File: config.mk
export PLATFORM = sky130hd
export DESIGN_NAME = load_store_unit_flat
export DESIGN_NICKNAME = d
export VERILOG_FILES = /design/src/rtl/load_store_unit_if.sv /design/src/rtl/load_store_unit.sv /design/src/flat_wrapper.sv
export SDC_FILE = /design/constraint.sdc
export NUM_CORES = 1
export LEC_CHECK = 0
export ABC_AREA = 1
export CAP_MARGIN = 40
export CORE_AREA = 2 2 126 128
export CTS_CLUSTER_SIZE = 12
export DETAILED_ROUTE_END_ITERATION = 16
export DIE_AREA = 0 0 128 130
export PLACE_DENSITY = 0.8
export SETUP_SLACK_MARGIN = 0.3
export SLEW_MARGIN = 20
export SYNTH_ARGS = -nofsm -noshare
export SYNTH_HDL_FRONTEND = slang
export SYNTH_SLANG_ARGS = --single-unit
File: constraint.sdc
create_clock -name i_clk -period 2.85 [get_ports i_clk]
set_clock_uncertainty 0.05 [all_clocks]
set_input_delay 0.285 -clock i_clk [delete_from_list [all_inputs] [get_ports i_clk]]
set_output_delay 0.285 -clock i_clk [all_outputs]
set_load 0.02 [all_outputs]
File: src/rtl/load_store_unit_if.sv
// Request/response channel between the execute stage and the load/store unit.
// master = execute stage, slave = load_store_unit.
interface load_store_unit_if;
    logic        req_valid;
    logic        req_ready;
    logic        req_we;
    logic [2:0]  req_funct3;
    logic [31:0] req_addr;
    logic [31:0] req_wdata;
    logic        resp_valid;
    logic [31:0] resp_rdata;
    logic        resp_err;

    modport master (
        output req_valid, req_we, req_funct3, req_addr, req_wdata,
        input  req_ready, resp_valid, resp_rdata, resp_err
    );

    modport slave (
        input  req_valid, req_we, req_funct3, req_addr, req_wdata,
        output req_ready, resp_valid, resp_rdata, resp_err
    );
endinterface

File: src/rtl/load_store_unit.sv
// Byte/halfword/word load-store engine in front of a word-wide RAM.
// Sub-word stores are done as read-modify-write because the RAM has a single word strobe.
module load_store_unit (
    input  logic                     i_clk,
    input  logic                     i_rst,
    load_store_unit_if.slave         io_lsu,
    output logic [31:0]              o_mem_addr,
    output logic                     o_mem_write,
    output logic [31:0]              o_mem_wdata,
    input  logic [31:0]              i_mem_rdata
);
    typedef enum logic [1:0] {
        S_IDLE  = 2'd0,
        S_READ  = 2'd1,
        S_WRITE = 2'd2,
        S_RESP  = 2'd3
    } state_t;

    state_t      r_state;
    state_t      w_next;
    logic        r_we;
    logic [2:0]  r_funct3;
    logic [31:0] r_addr;
    logic [31:0] r_wdata;
    logic [31:0] r_word;
    logic [31:0] r_rdata;
    logic        r_err;

    logic        w_req_err;
    logic [31:0] w_shift;
    logic [31:0] w_load_data;
    logic [31:0] w_merge;

    // Alignment and funct3 legality of the request being offered in IDLE.
    always_comb begin
        w_req_err = 1'b0;
        if (io_lsu.req_we) begin
            case (io_lsu.req_funct3)
                3'b000:  w_req_err = 1'b0;
                3'b001:  w_req_err = io_lsu.req_addr[0];
                3'b010:  w_req_err = |io_lsu.req_addr[1:0];
                default: w_req_err = 1'b1;
            endcase
        end else begin
            case (io_lsu.req_funct3)
                3'b000, 3'b100: w_req_err = 1'b0;
                3'b001, 3'b101: w_req_err = io_lsu.req_addr[0];
                3'b010:         w_req_err = |io_lsu.req_addr[1:0];
                default:        w_req_err = 1'b1;
            endcase
        end
    end

    // Halfword accesses are aligned, so a byte-lane shift also selects the halfword.
    assign w_shift = i_mem_rdata >> {r_addr[1:0], 3'b000};

    always_comb begin
        w_load_data = i_mem_rdata;
        case (r_funct3)
            3'b000:  w_load_data = {{24{w_shift[7]}}, w_shift[7:0]};
            3'b001:  w_load_data = {{16{w_shift[15]}}, w_shift[15:0]};
            3'b100:  w_load_data = {24'd0, w_shift[7:0]};
            3'b101:  w_load_data = {16'd0, w_shift[15:0]};
            default: w_load_data = i_mem_rdata;
        endcase
    end

    always_comb begin
        w_merge = r_wdata;
        case (r_funct3)
            3'b000: begin
                w_merge = r_word;
                w_merge[{r_addr[1:0], 3'b000} +: 8] = r_wdata[7:0];
            end
            3'b001: begin
                w_merge = r_word;
                w_merge[{r_addr[1], 4'b0000} +: 16] = r_wdata[15:0];
            end
            default: w_merge = r_wdata;
        endcase
    end

    always_ff @(posedge i_clk) begin
        if (i_rst) begin
            r_state <= S_IDLE;
        end else begin
            r_state <= w_next;
        end
    end

    always_comb begin
        w_next             = r_state;
        io_lsu.req_ready   = 1'b0;
        io_lsu.resp_valid  = 1'b0;
        o_mem_write        = 1'b0;
        o_mem_wdata        = 32'd0;
        case (r_state)
            S_IDLE: begin
                io_lsu.req_ready = ~i_rst;
                if (io_lsu.req_valid) begin
                    if (w_req_err) begin
                        w_next = S_RESP;
                    end else if (io_lsu.req_we && (io_lsu.req_funct3 == 3'b010)) begin
                        w_next = S_WRITE;
                    end else begin
                        w_next = S_READ;
                    end
                end
            end
            S_READ: begin
                w_next = r_we ? S_WRITE : S_RESP;
            end
            S_WRITE: begin
                o_mem_write = ~i_rst;
                o_mem_wdata = w_merge;
                w_next      = S_RESP;
            end
            S_RESP: begin
                io_lsu.resp_valid = ~i_rst;
                w_next            = S_IDLE;
            end
            default: w_next = S_IDLE;
        endcase
    end

    always_ff @(posedge i_clk) begin
        if (i_rst) begin
            r_we     <= 1'b0;
            r_funct3 <= 3'd0;
            r_addr   <= 32'd0;
            r_wdata  <= 32'd0;
            r_word   <= 32'd0;
            r_rdata  <= 32'd0;
            r_err    <= 1'b0;
        end else begin
            if ((r_state == S_IDLE) && io_lsu.req_valid) begin
                r_we     <= io_lsu.req_we;
                r_funct3 <= io_lsu.req_funct3;
                r_addr   <= io_lsu.req_addr;
                r_wdata  <= io_lsu.req_wdata;
            end
            if (r_state == S_READ) begin
                r_word <= i_mem_rdata;
            end
            // Response registers change only on entry to RESP and hold until the next one.
            if (w_next == S_RESP) begin
                r_err   <= (r_state == S_IDLE);
                r_rdata <= (r_state == S_READ) ? w_load_data : 32'd0;
            end
        end
    end

    assign o_mem_addr        = {2'b00, r_addr[31:2]};
    assign io_lsu.resp_rdata = r_rdata;
    assign io_lsu.resp_err   = r_err;
endmodule
File: src/flat_wrapper.sv
// flat-port wrapper written by rule: the top's interface ports become plain ports
module load_store_unit_flat 
  (i_clk, i_rst, o_mem_addr, o_mem_write, o_mem_wdata, i_mem_rdata, io_lsu_req_valid, io_lsu_req_we, io_lsu_req_funct3, io_lsu_req_addr, io_lsu_req_wdata, io_lsu_req_ready, io_lsu_resp_valid, io_lsu_resp_rdata, io_lsu_resp_err);
  load_store_unit_if io_lsu_i ();
  input  logic i_clk;
  input  logic i_rst;
  output logic [31:0] o_mem_addr;
  output logic o_mem_write;
  output logic [31:0] o_mem_wdata;
  input  logic [31:0] i_mem_rdata;
  input wire logic [$bits(io_lsu_i.req_valid)-1:0] io_lsu_req_valid;
  input wire logic [$bits(io_lsu_i.req_we)-1:0] io_lsu_req_we;
  input wire logic [$bits(io_lsu_i.req_funct3)-1:0] io_lsu_req_funct3;
  input wire logic [$bits(io_lsu_i.req_addr)-1:0] io_lsu_req_addr;
  input wire logic [$bits(io_lsu_i.req_wdata)-1:0] io_lsu_req_wdata;
  output wire logic [$bits(io_lsu_i.req_ready)-1:0] io_lsu_req_ready;
  output wire logic [$bits(io_lsu_i.resp_valid)-1:0] io_lsu_resp_valid;
  output wire logic [$bits(io_lsu_i.resp_rdata)-1:0] io_lsu_resp_rdata;
  output wire logic [$bits(io_lsu_i.resp_err)-1:0] io_lsu_resp_err;
  assign io_lsu_i.req_valid = io_lsu_req_valid;
  assign io_lsu_i.req_we = io_lsu_req_we;
  assign io_lsu_i.req_funct3 = io_lsu_req_funct3;
  assign io_lsu_i.req_addr = io_lsu_req_addr;
  assign io_lsu_i.req_wdata = io_lsu_req_wdata;
  assign io_lsu_req_ready = io_lsu_i.req_ready;
  assign io_lsu_resp_valid = io_lsu_i.resp_valid;
  assign io_lsu_resp_rdata = io_lsu_i.resp_rdata;
  assign io_lsu_resp_err = io_lsu_i.resp_err;
  load_store_unit u_core (.i_clk(i_clk), .i_rst(i_rst), .io_lsu(io_lsu_i), .o_mem_addr(o_mem_addr), .o_mem_write(o_mem_write), .o_mem_wdata(o_mem_wdata), .i_mem_rdata(i_mem_rdata));
endmodule
==> run metrics <==
outcome complete, no violations; power density over the cells 1110 nW/um^2; share of the synthesized area in the top cell type 0.368; CP peak stage delay around 0.36 ns; drt via density 5.50; register area share after synthesis 0.368; worst-path maximum fanout 17; CTS clk-pin slew, worst paths 0.06 ns; Fin Hold WS around 0.43 ns; row count 46; setup TNS 0 ns; Yosys cell types 33; clk root buf clkbuf_16; Horiz. Die Dim 128 um; CP delay by family, top buffers and inverters; top_reg_cell synth dfxtp_1; syn_area_per_cell 6.82 sq um; Final Hold Violating Endpoints 0; Worst EP required about 2.5 ns; Final Routed Wirelength 23800 um; DIE HEIGHT 130 um; fin. max-slew vios 0; crit path kind reg -> out; commonest cells in the netlist nor2_1, dfxtp_1, nand2_1; CP Cell Sequence buf_6 > ha_1 > nor2_4 > o21ai_0 > nand3_1 > o211ai_1 > inv_1 > clkdlybuf4s15_2; routed len/inst 16.8 um; #FFs+latches synth between 100 and 150; Final Critical Period around 2.5 ns; Startpoint Class flip-flop; worst ir drop on vdd 584 uV; Arr. time, crit path 2.18 ns; CTS tree done; first-pass GRT wire length 37900 um; GRT Total Usage 0.289; later-pin clock latency in the skew report 0.42 ns; CP max stage cell dfxtp_2; hold buffers post-CTS 0; endpoints failing setup 0; Yosys top cell by area dfxtp_1; Starting DRT DRC Count 703; die area 16600 sq um; Worst-Margin Slew 0.637 ns; Core Footprint 15400 sq um; number of synthesized flops with an enable pin 0; TritonRoute pass-1 iters 7; Syn Inst Count 1077; DR vias between 7000 and 8000; IO Port Bufs 200; Slew headroom 0.576; Clock Sinks 135; critical path endpoint category primary output; Final period util 0.883; Worst Hold Class reg -> reg; RSZ-0062 raised after global routing yes; Post-DP HPWL approximately 17000 um; Netlist Area Pre-Place 7340 sq um; Tot Pwr around 11000 uW; TritonCTS Buffers 17; ANT nets after route 0; Area contributors post-synth dfxtp_1, nor2_1, o21ai_0; routability cong. 0.996; # H-tree levels 4; grt ovf 0; clock buffer depth 2; Buf/Inv on CP 3; Final Core Density 0.643; Static Leakage 0.00410 uW; ys async rst share 0; MaxCap Viol Count 0; achievable frequency just under 400 MHz; fillcell total 1414; Yosys warnings 0; n_diodes 0; DRC errors left 0; vias in the first global route roughly 7300; Initial Util 0.476; # nets final 1331; share of cells above drive strength 1 0.127; maximum number of pins on one net before global-route repair 74; area growth from synthesis to layout 35.0%; count leader, synth nor2_1; I/O Pins 203; antenna violations before repair 0
[metrics by stage]
| step | cells | cell area [sq um] | worst slack (ns) |
|---|---|---|---|
| CTS | 1422 | 9910 | 0.278 |
| global placement | 1388 | 9190 | 0.238 |
| detailed placement | 1388 | 9190 | 0.204 |
| floorplan | 1078 | 7340 | 0.381 |
| global route | 1422 | 9910 | 0.249 |
| finish | 1422 | 9910 | 0.334 |
[logic make-up (layout without fill, tap and decap cells)]
kind of cell,count (synthesis),after routing,share of synthesized area
other,1,2,0.000511
flip-flops,135,135,0.368
AND/OR/NAND/NOR,488,488,0.287
AO/OA/AOI/OAI,279,279,0.208
buffers and inverters,165,317,0.120
adder cells (fa/ha/maj),9,9,0.0153
[state kept, by name, indices dropped and copies added (netlist names)]
register	cells
u_core.io_lsu.resp_err	1
u_core.io_lsu.resp_rdata	32
u_core.r_addr	32
u_core.r_funct3	3
u_core.r_state	2
u_core.r_wdata	32
u_core.r_we	1
u_core.r_word	32
[area by class of cell]
type	count	area [sq um]	share of cell area
multi-input cells	778	3850	0.389
flip-flops and latches	135	2710	0.273
repair buffers	234	2280	0.230
clock buffers	22	494	0.0499
well taps	192	240	0.0242
inverters	53	211	0.0213
clock inverters	8	120	0.0121
[power by group]
part           internal (uW)  total [uW]  switching [uW]
registers               2550        3000             446
logic                   2220        5730            3510
clock network           1480        2290             809
total                   6250       11000            4760
[layer usage]
layer  track usage  up-vias  wire length [um]
met5             0        -                 0
met4         0.131        0               855
met3        0.0771       65              2070
met2         0.457      358             10600
met1         0.372     3581             10300
li1              -     3821                 -
[layout by cell type, fill, tap and decap left out, drive strengths merged, types with 14 or more instances in the layout]
| master | synthesis | final |
|---|---|---|
| dfxtp | 135 | 135 |
| a21oi | 95 | 95 |
| clkdlybuf4s50 | 0 | 168 |
| clkbuf | 40 | 33 |
| o211ai | 30 | 30 |
| buf | 72 | 35 |
| nand2 | 148 | 148 |
| o21ai | 136 | 136 |
| clkdlybuf4s15 | 0 | 14 |
| nor2 | 241 | 241 |
| nand3 | 95 | 95 |
| inv | 53 | 53 |
[worst reg2reg max path: stages, from the launching register on]
cell     delay [ns]
dfxtp_2        0.50
inv_4          0.09
nand2_4        0.22
inv_4          0.05
buf_4          0.17
buf_4          0.14
nand3_4        0.15
nand3_4        0.25
nand2_2        0.12
nand3_1        0.08
nand2_1        0.13
nor2_2         0.04
[what timing repair did]
action,CTS,global route
buffers inserted,4,0
pin swaps,1,1
gates resized for setup,87,36
setup endpoints to repair,32,31
[path summary, 6_finish.rpt]
path / from / end / slack [ns] / cells past startpoint
worst min-delay path: u_core.r_we$_SDFFE_PP0P_ / u_core.r_we$_SDFFE_PP0P_ / 0.43 / 2
worst max register to register: u_core.r_funct3[0]$_SDFFE_PP0P_ / u_core.io_lsu.resp_rdata[25]$_SDFFE_PP0N_ / 0.75 / 11
worst min register to register: u_core.r_we$_SDFFE_PP0P_ / u_core.r_we$_SDFFE_PP0P_ / 0.43 / 2
worst max-delay path: u_core.r_addr[1]$_SDFFE_PP0P_ / o_mem_wdata[17] / 0.33 / 8
Power figures use the tool's default switching activity.
